[src/rtl/ifu_fetch.sv]
// ifu_fetch: single-outstanding instruction fetch unit between the F-stage PC
// register and decode.
// Ports:
//   clk, rst                 clock, asynchronous active-low reset
//   regF_o_pc                current fetch PC from the F-stage PC register
//   ctrl_i_fetch_flush       redirect; the PC register loads its target this edge
//   ctrl_i_fetch_stall       decode is not consuming fetch outputs
//   ifu_o_stall_req          hold request to the PC register (1 = hold)
//   imem_req_*               instruction memory request (valid/ready handshake)
//   imem_rsp_*               in-order instruction response, no backpressure
//   fetch_o_*                registered instruction slot presented to decode
module ifu_fetch #(
  parameter logic [31:0] NOP_INST = 32'h00000013
) (
  input  logic        clk,
  input  logic        rst,
  input  logic [31:0] regF_o_pc,
  input  logic        ctrl_i_fetch_flush,
  input  logic        ctrl_i_fetch_stall,
  output logic        ifu_o_stall_req,
  output logic        imem_req_valid,
  input  logic        imem_req_ready,
  output logic [31:0] imem_req_addr,
  input  logic        imem_rsp_valid,
  input  logic [31:0] imem_rsp_data,
  output logic        fetch_o_valid,
  output logic [31:0] fetch_o_inst,
  output logic [31:0] fetch_o_pc,
  output logic        fetch_o_misalign
);

  localparam int unsigned XLEN = 32;

  typedef enum logic [1:0] {
    S_LOAD = 2'd0,
    S_REQ  = 2'd1,
    S_WAIT = 2'd2,
    S_HOLD = 2'd3
  } state_e;

  state_e            state_q, state_d;
  logic [XLEN-1:0]   addr_q, addr_d;
  logic              drop_q, drop_d;
  logic [XLEN-1:0]   buf_q, buf_d;
  logic              valid_q, valid_d;
  logic [XLEN-1:0]   inst_q, inst_d;
  logic [XLEN-1:0]   pc_q, pc_d;
  logic              mis_q, mis_d;

  logic              slot_free;
  logic              load_out;
  logic [XLEN-1:0]   load_inst;
  logic [XLEN-1:0]   load_pc;
  logic              load_mis;
  logic              pc_misaligned;

  // Decode can accept a new instruction if the slot is empty or being consumed.
  assign slot_free     = !valid_q || !ctrl_i_fetch_stall;
  assign pc_misaligned = (regF_o_pc[1:0] != 2'b00);

  // State register
  always_ff @(posedge clk or negedge rst) begin
    if (!rst) begin
      state_q <= S_LOAD;
    end else begin
      state_q <= state_d;
    end
  end

  // Next-state logic
  always_comb begin
    state_d = state_q;
    case (state_q)
      S_LOAD: begin
        if (!ctrl_i_fetch_flush && !pc_misaligned) state_d = S_REQ;
      end
      S_REQ: begin
        if (imem_req_ready) state_d = S_WAIT;
      end
      S_WAIT: begin
        if (imem_rsp_valid) begin
          if (drop_q || ctrl_i_fetch_flush || slot_free) state_d = S_LOAD;
          else                                           state_d = S_HOLD;
        end
      end
      S_HOLD: begin
        if (ctrl_i_fetch_flush || !ctrl_i_fetch_stall) state_d = S_LOAD;
      end
      default: state_d = S_LOAD;
    endcase
  end

  // Output and datapath next-value logic
  always_comb begin
    addr_d          = addr_q;
    drop_d          = drop_q;
    buf_d           = buf_q;
    ifu_o_stall_req = 1'b1;
    imem_req_valid  = 1'b0;
    load_out        = 1'b0;
    load_inst       = NOP_INST;
    load_pc         = addr_q;
    load_mis        = 1'b0;

    case (state_q)
      S_LOAD: begin
        addr_d = regF_o_pc;
        // Misaligned PC never reaches memory; a NOP tagged misaligned goes to decode.
        if (!ctrl_i_fetch_flush && pc_misaligned && !ctrl_i_fetch_stall) begin
          load_out  = 1'b1;
          load_inst = NOP_INST;
          load_pc   = regF_o_pc;
          load_mis  = 1'b1;
        end
      end
      S_REQ: begin
        imem_req_valid = 1'b1;
        // The request cannot be withdrawn, so its response is marked for discard.
        if (ctrl_i_fetch_flush) drop_d = 1'b1;
      end
      S_WAIT: begin
        if (ctrl_i_fetch_flush) drop_d = 1'b1;
        if (imem_rsp_valid) begin
          if (drop_q || ctrl_i_fetch_flush) begin
            drop_d = 1'b0;
          end else if (slot_free) begin
            load_out        = 1'b1;
            load_inst       = imem_rsp_data;
            ifu_o_stall_req = 1'b0;
          end else begin
            buf_d = imem_rsp_data;
          end
        end
      end
      S_HOLD: begin
        // addr_q is frozen outside LOAD, so it still holds the buffered PC.
        if (!ctrl_i_fetch_flush && !ctrl_i_fetch_stall) begin
          load_out        = 1'b1;
          load_inst       = buf_q;
          ifu_o_stall_req = 1'b0;
        end
      end
      default: ;
    endcase

    if (ctrl_i_fetch_flush) ifu_o_stall_req = 1'b0;
    if (!rst)               ifu_o_stall_req = 1'b1;
  end

  // Decode slot next value: flush kills, new load fills, consume clears, stall holds.
  always_comb begin
    valid_d = valid_q;
    inst_d  = inst_q;
    pc_d    = pc_q;
    mis_d   = mis_q;
    if (ctrl_i_fetch_flush) begin
      valid_d = 1'b0;
    end else if (load_out) begin
      valid_d = 1'b1;
      inst_d  = load_inst;
      pc_d    = load_pc;
      mis_d   = load_mis;
    end else if (!ctrl_i_fetch_stall) begin
      valid_d = 1'b0;
    end
  end

  // Datapath registers
  always_ff @(posedge clk or negedge rst) begin
    if (!rst) begin
      addr_q  <= '0;
      drop_q  <= 1'b0;
      buf_q   <= '0;
      valid_q <= 1'b0;
      inst_q  <= NOP_INST;
      pc_q    <= '0;
      mis_q   <= 1'b0;
    end else begin
      addr_q  <= addr_d;
      drop_q  <= drop_d;
      buf_q   <= buf_d;
      valid_q <= valid_d;
      inst_q  <= inst_d;
      pc_q    <= pc_d;
      mis_q   <= mis_d;
    end
  end

  assign imem_req_addr    = {addr_q[XLEN-1:2], 2'b00};
  assign fetch_o_valid    = valid_q;
  assign fetch_o_inst     = inst_q;
  assign fetch_o_pc       = pc_q;
  assign fetch_o_misalign = mis_q;

endmodule

[config.mk]
export PLATFORM = sky130hd
export DESIGN_NAME = ifu_fetch
export DESIGN_NICKNAME = d
export VERILOG_FILES = /design/src/rtl/ifu_fetch.sv
export SDC_FILE = /design/constraint.sdc
export NUM_CORES = 1
export LEC_CHECK = 0
export CAP_MARGIN = 25
export CORE_MARGIN = 3
export CORE_UTILIZATION = 40
export DETAILED_ROUTE_END_ITERATION = 6
export PLACE_DENSITY = 0.74
export SLEW_MARGIN = 25
export SYNTH_ARGS = -nofsm -noshare
export SYNTH_HDL_FRONTEND = slang
export SYNTH_SLANG_ARGS = --single-unit
[constraint.sdc]
create_clock -name clk -period 2.73 [get_ports clk]
set_input_delay 0.546 -clock clk [delete_from_list [all_inputs] [get_ports clk]]
set_output_delay 0.546 -clock clk [all_outputs]
set_load 0.1 [all_outputs]
* Word-level counts from Yosys, hierarchy flattened *
Index checks and enable logic that the tools add are counted.

storage, ports and cells
  flip-flop bits (word level) = 133
  latch bits = 0
  bits in writable memories = 0
  ROM bits = 0
  input bits = 70
  output and inout bits = 100
  logic and storage cells = 72
  memories kept = 0

cells by class
  add/subtract/negate cells = 0
  $mul = 0
  div/mod/pow operators = 0
  $lt $le $gt $ge = 0
  equality and inequality tests = 8
  shift operators = 0
  muxes and demuxes = 35
  bitwise logic cells = 3
  reductions and logical operators = 18

operator list
  kind                                                    count
  2-to-1 mux 32 bit                                       6
  one-hot mux 32 bit (2 select lines)                     1
  2-to-1 mux 1 bit                                        19
  2-to-1 mux 2 bit                                        5
  inequality test 2 bit (second input constant)           4
  one-hot mux 2 bit (4 select lines)                      1
  AND reduction 4 bit                                     2
  == test 2 bit (second input constant)                   2
  logical AND 1 bit                                       4
  zero test 1 bit                                         4
  logical OR 1 bit                                        4
  one-hot mux 1 bit (2 select lines)                      2
  nonzero test 2 bit                                      2
  inequality test 3 x 2 -> 1 bit (second input constant)  1
  NOT 1 bit                                               3
  one-hot mux 1 bit (3 select lines)                      1
  == test 2 x 1 -> 1 bit (second input constant)          1
  zero test 2 bit                                         1
  AND reduction 2 bit                                     1

* Logic depth before layout (Yosys ltp) *
  depth in word-level cells = 8
  gate-level depth with buffers = 9
  mapped depth without buffers = 6

* Worst setup path before layout *
Ideal clock, no wire load.

  path type = register -> output
  start point = register valid_q, in the netlist fetch_o_valid
  end point = output ifu_o_stall_req
  arrival = 3.471 ns
  required time = 2.184 ns
  slack = -1.287 ns
  cell stages (with the launch flop) = 5
  buffers on the path = 0
  path through = dfrtp_1 > a211oi_4 > a21oi_1 > a211oi_1 > o21ai_0

on the way
  word-level cells in the longest chain between the ends = 8

ends and longest elaborated chain
  item                                RTL line  RTL
  start, declared                     45        logic valid_q, valid_d;
  start signal, assigned              182       valid_q <= valid_d;
  zero test 1 bit                     58        assign slot_free = !valid_q || !ctrl_i_fetch_stall;
  logical OR 1 bit                    58
  2-to-1 mux 1 bit                    126       end else if (slot_free) begin
  2-to-1 mux 1 bit                    124       if (drop_q || ctrl_i_fetch_flush) begin
  2-to-1 mux 1 bit                    123       if (imem_rsp_valid) begin
  one-hot mux 1 bit (2 select lines)  105       case (state_q)
  2-to-1 mux 1 bit                    146       if (ctrl_i_fetch_flush) ifu_o_stall_req = 1'b0;
  2-to-1 mux 1 bit                    147       if (!rst) ifu_o_stall_req = 1'b1;
  end, declared                       20        output logic ifu_o_stall_req,

Every way passes these cells.

* Final worst setup path *
  start point = register state_q[0]
  end point = output ifu_o_stall_req

on the way
  word-level cells in the longest chain between the ends = 4
  elaborated cells on any way between the ends = 5
  those cells by class = 2 x eq/ne; 3 x mux

ends and longest elaborated chain
  item                                    RTL line  RTL
  start, declared                         41        state_e state_q, state_d;
  start signal, assigned                  66        state_q <= state_d;
  == test 2 bit                           105
  one-hot mux 1 bit (2 select lines) (*)  105
  2-to-1 mux 1 bit (*)                    146
  2-to-1 mux 1 bit (*)                    147

Mark *: on every way between the ends. The rest lies on a longest branch, timed or not.

==> impl_metrics.toml <==
[status]
outcome = "finished, final reports clean"

[min_path]
hp-class = "reg2reg"
whs_path_depth = 1
hp-start = "fetch_o_inst[3]$_DFFE_PN0P_"
hold_path_end = "fetch_o_inst[3]$_DFFE_PN0P_"

[cts]
cts_tree = "yes"
cts.sinks = 133
post-cts-setup-buffers = 0
cts_htree_levels = 4
root_buffer = "clkbuf_16"
numCtsBuffers = 17
path_clk_slew_ns = 0.06
clockBufferDepth = 2
insertion_delay_ns = 0.41

[logic_synthesis]
synth_xor_area_share_pct = 0
ys_warn_count = 0
synth_top_flop_cell = "dfrtp_1"
yosysUniqueCellTypes = 37
synth_top_area_share_pct = 52.4
synth-compound-area-share_pct = 6.77
ys_seq_elements = 133
synthMuxAreaShare_pct = 29.3
synth_fa_ha_area_share_pct = 1.01
synth_edf_count = 0
synth.yosys.seq_area_share_pct = 53.6
syn_area_um2 = 6210
synth_top_family_by_area = "multiplexers"
synth-simple-area-share_pct = 2.16
async_flop_share_pct = 100
synth_top_area_cell = "dfrtp_1"
synthCells = 431
synthTopCellsByArea = "dfrtp_1, mux2_2, mux2_1"
avgSynthCellArea_um2 = 14.4

[critical_path]
required_ns = 2.18
worstPathArrival_ns = 2.07
cp-start-kind = "flip-flop"
reg2reg_depth = 7
crit_type = "reg2out"
crit_path_end_kind = "output port"
reg2reg_slack_ns = 0.47
rr_endpoint = "fetch_o_pc[7]$_DFFE_PN0P_"
crit_fanout = 8
rr_startpoint = "state_q[0]$_DFFE_PN0P_"

[die]
start_util_pct = 41.8
die_x_um = 131
die-area_um2 = 17100
num_rows = 44
die_y_um = 131
core_area_um2 = 14900
ios = 170

[timing]
post-route-period-util_pct = 96.0
tightest_slew_ns = 0.713
finalHoldViolations = 0
finalSetupViolCount = 0
grt_setup_unrepaired = "false"
fmax_ghz = 0.382
slew-limit-headroom_pct = 52.5
final.setup_skew_ns = 0.00691
slew_viol_final = 0
timing.hold.ws_ns = 0.487
fin_crit_ns = 2.62
tns_ns = 0

[routing]
wl_per_cell_um = 18.2
dr_total_vias = 4033
vias_per_cell = 5.22
drtIter0Drc = 124
drc = 0
ant_nets = 0
drt-pass1-iter-count = 4
wirelength_mm = 14.1

[layout]
fill_cells = 1229
area_growth_pct = 34.6
diodes = 0
drive_gt1_share_pct = 48.7
layout.nets = 651

[job]
cap_violations = 0

[global_routing]
grt_overflow = 0
met1_usage_pct = 20.3
first_global_vias = 4340
grt_max_degree = 58
grt_use_met3_pct = 6.83
grt_first_pass_wirelength_mm = 22.3
antenna_found_initial = 0
grt.total_usage_pct = 16.9
top_usage_layer = "met2"
grtUsageMet2_pct = 28.1

[placed_design]
portBuffers = 167
gp_congestion = 0.790
post-dp-hpwl_mm = 9.62
-- critical path, stage by stage, from the launching register on --
cell and delay [ns]:
dfrtp_1 0.42, inv_1 0.14, ha_2 0.30, inv_1 0.12, a21oi_1 0.14, a211oi_1 0.07, buf_4 0.15, o21ai_4 0.13
buf_12 0.19
-- layout by cell type (no fill, tap or decap), drive strengths merged, types with 3 or more instances in the layout --
cell type | synthesis | layout
mux2 | 159 | 159
dfrtp | 130 | 130
buf | 53 | 114
clkdlybuf4s50 | 0 | 68
a22o | 31 | 31
clkbuf | 5 | 19
bufinv | 0 | 7
nor2 | 5 | 5
inv | 4 | 5
ha | 5 | 5
a21oi | 4 | 4
nand2 | 4 | 4
nand3b | 4 | 4
clkinv | 0 | 4
o2bb2ai | 3 | 3
dfstp | 3 | 3
o21ai | 3 | 3
-- how the worst max path moves through the flow --
stage	start	to	slack [ns]	depth (start not counted)
6_report	state_q[0]$_DFFE_PN0P_	ifu_o_stall_req	0.11	8
5_1_grt	state_q[0]$_DFFE_PN0P_	ifu_o_stall_req	0.02	8
4_1_cts	state_q[0]$_DFFE_PN0P_	ifu_o_stall_req	0.01	8
3_5_place_dp	ctrl_i_fetch_stall	fetch_o_pc[16]$_DFFE_PN0P_	0.04	7
3_3_place_gp	ctrl_i_fetch_stall	fetch_o_pc[22]$_DFFE_PN0P_	0.08	7
2_1_floorplan	fetch_o_valid$_DFFE_PN0P_	ifu_o_stall_req	0.25	4
-- timing repair --
action | 4_1_cts | 5_1_grt
resized for setup | 0 | 1
endpoints found under the setup margin | 0 | 1
hold buffers | 1 | 0
endpoints found under the hold margin | 26 | 0
-- synthesized netlist by cell type, drive strengths merged (3+ instances only) --
master   instances
a21oi            4
a22o            31
buf             53
clkbuf           5
dfrtp          130
dfstp            3
ha               5
inv              4
mux2           159
nand2            4
nand3b           4
nor2             5
o21ai            3
o2bb2ai          3
-- logic make-up (layout without fill, tap and decap cells) --
logic type / after synthesis / count (layout)
adders and majority gates: 5 / 5
and+or+nand+nor: 21 / 21
AOI/OAI and AO/OA: 50 / 50
muxes: 159 / 159
other: 1 / 2
DFF: 133 / 133
buffers and inverters: 62 / 219
-- cell type report --
cell class / count / area [um^2] / area share [%]
repair buffers: 183 / 1610 / 19.3
inverters: 4 / 15.0 / 0.180
multi-input cells: 237 / 2470 / 29.5
flip-flops and latches: 133 / 3330 / 39.9
clock inverters: 13 / 250 / 2.99
well taps: 184 / 230 / 2.75
clock buffers: 19 / 453 / 5.42
-- registers in the layout, summed over array words and instances, names as in the netlist --
signal            cells
fetch_o_pc           32
state_q               2
drop_q                1
addr_q               32
buf_q                32
fetch_o_misalign      1
fetch_o_inst         32
fetch_o_valid         1
-- metal layers --
layer / vias to the layer above / routed length, um
met5: - / 0
met4: 0 / 146
met3: 15 / 1170
met2: 124 / 7000
met1: 2076 / 5740
li1: 1818 / -
-- stage by stage --
stage	utilization [%]	setup slack, ns	cells	cell area, um^2
3_5_place_dp	51.4	0.0413	740	7640
4_1_cts	56.2	0.0119	773	8360
5_1_grt	56.2	0.0202	773	8360
2_1_floorplan	-	0.248	432	6230
6_report	56.2	0.110	773	8360
3_3_place_gp	51.4	0.0767	740	7640
Power is not shown: default switching activity piles up to over one toggle a cycle in this logic, so the estimate is an artifact.
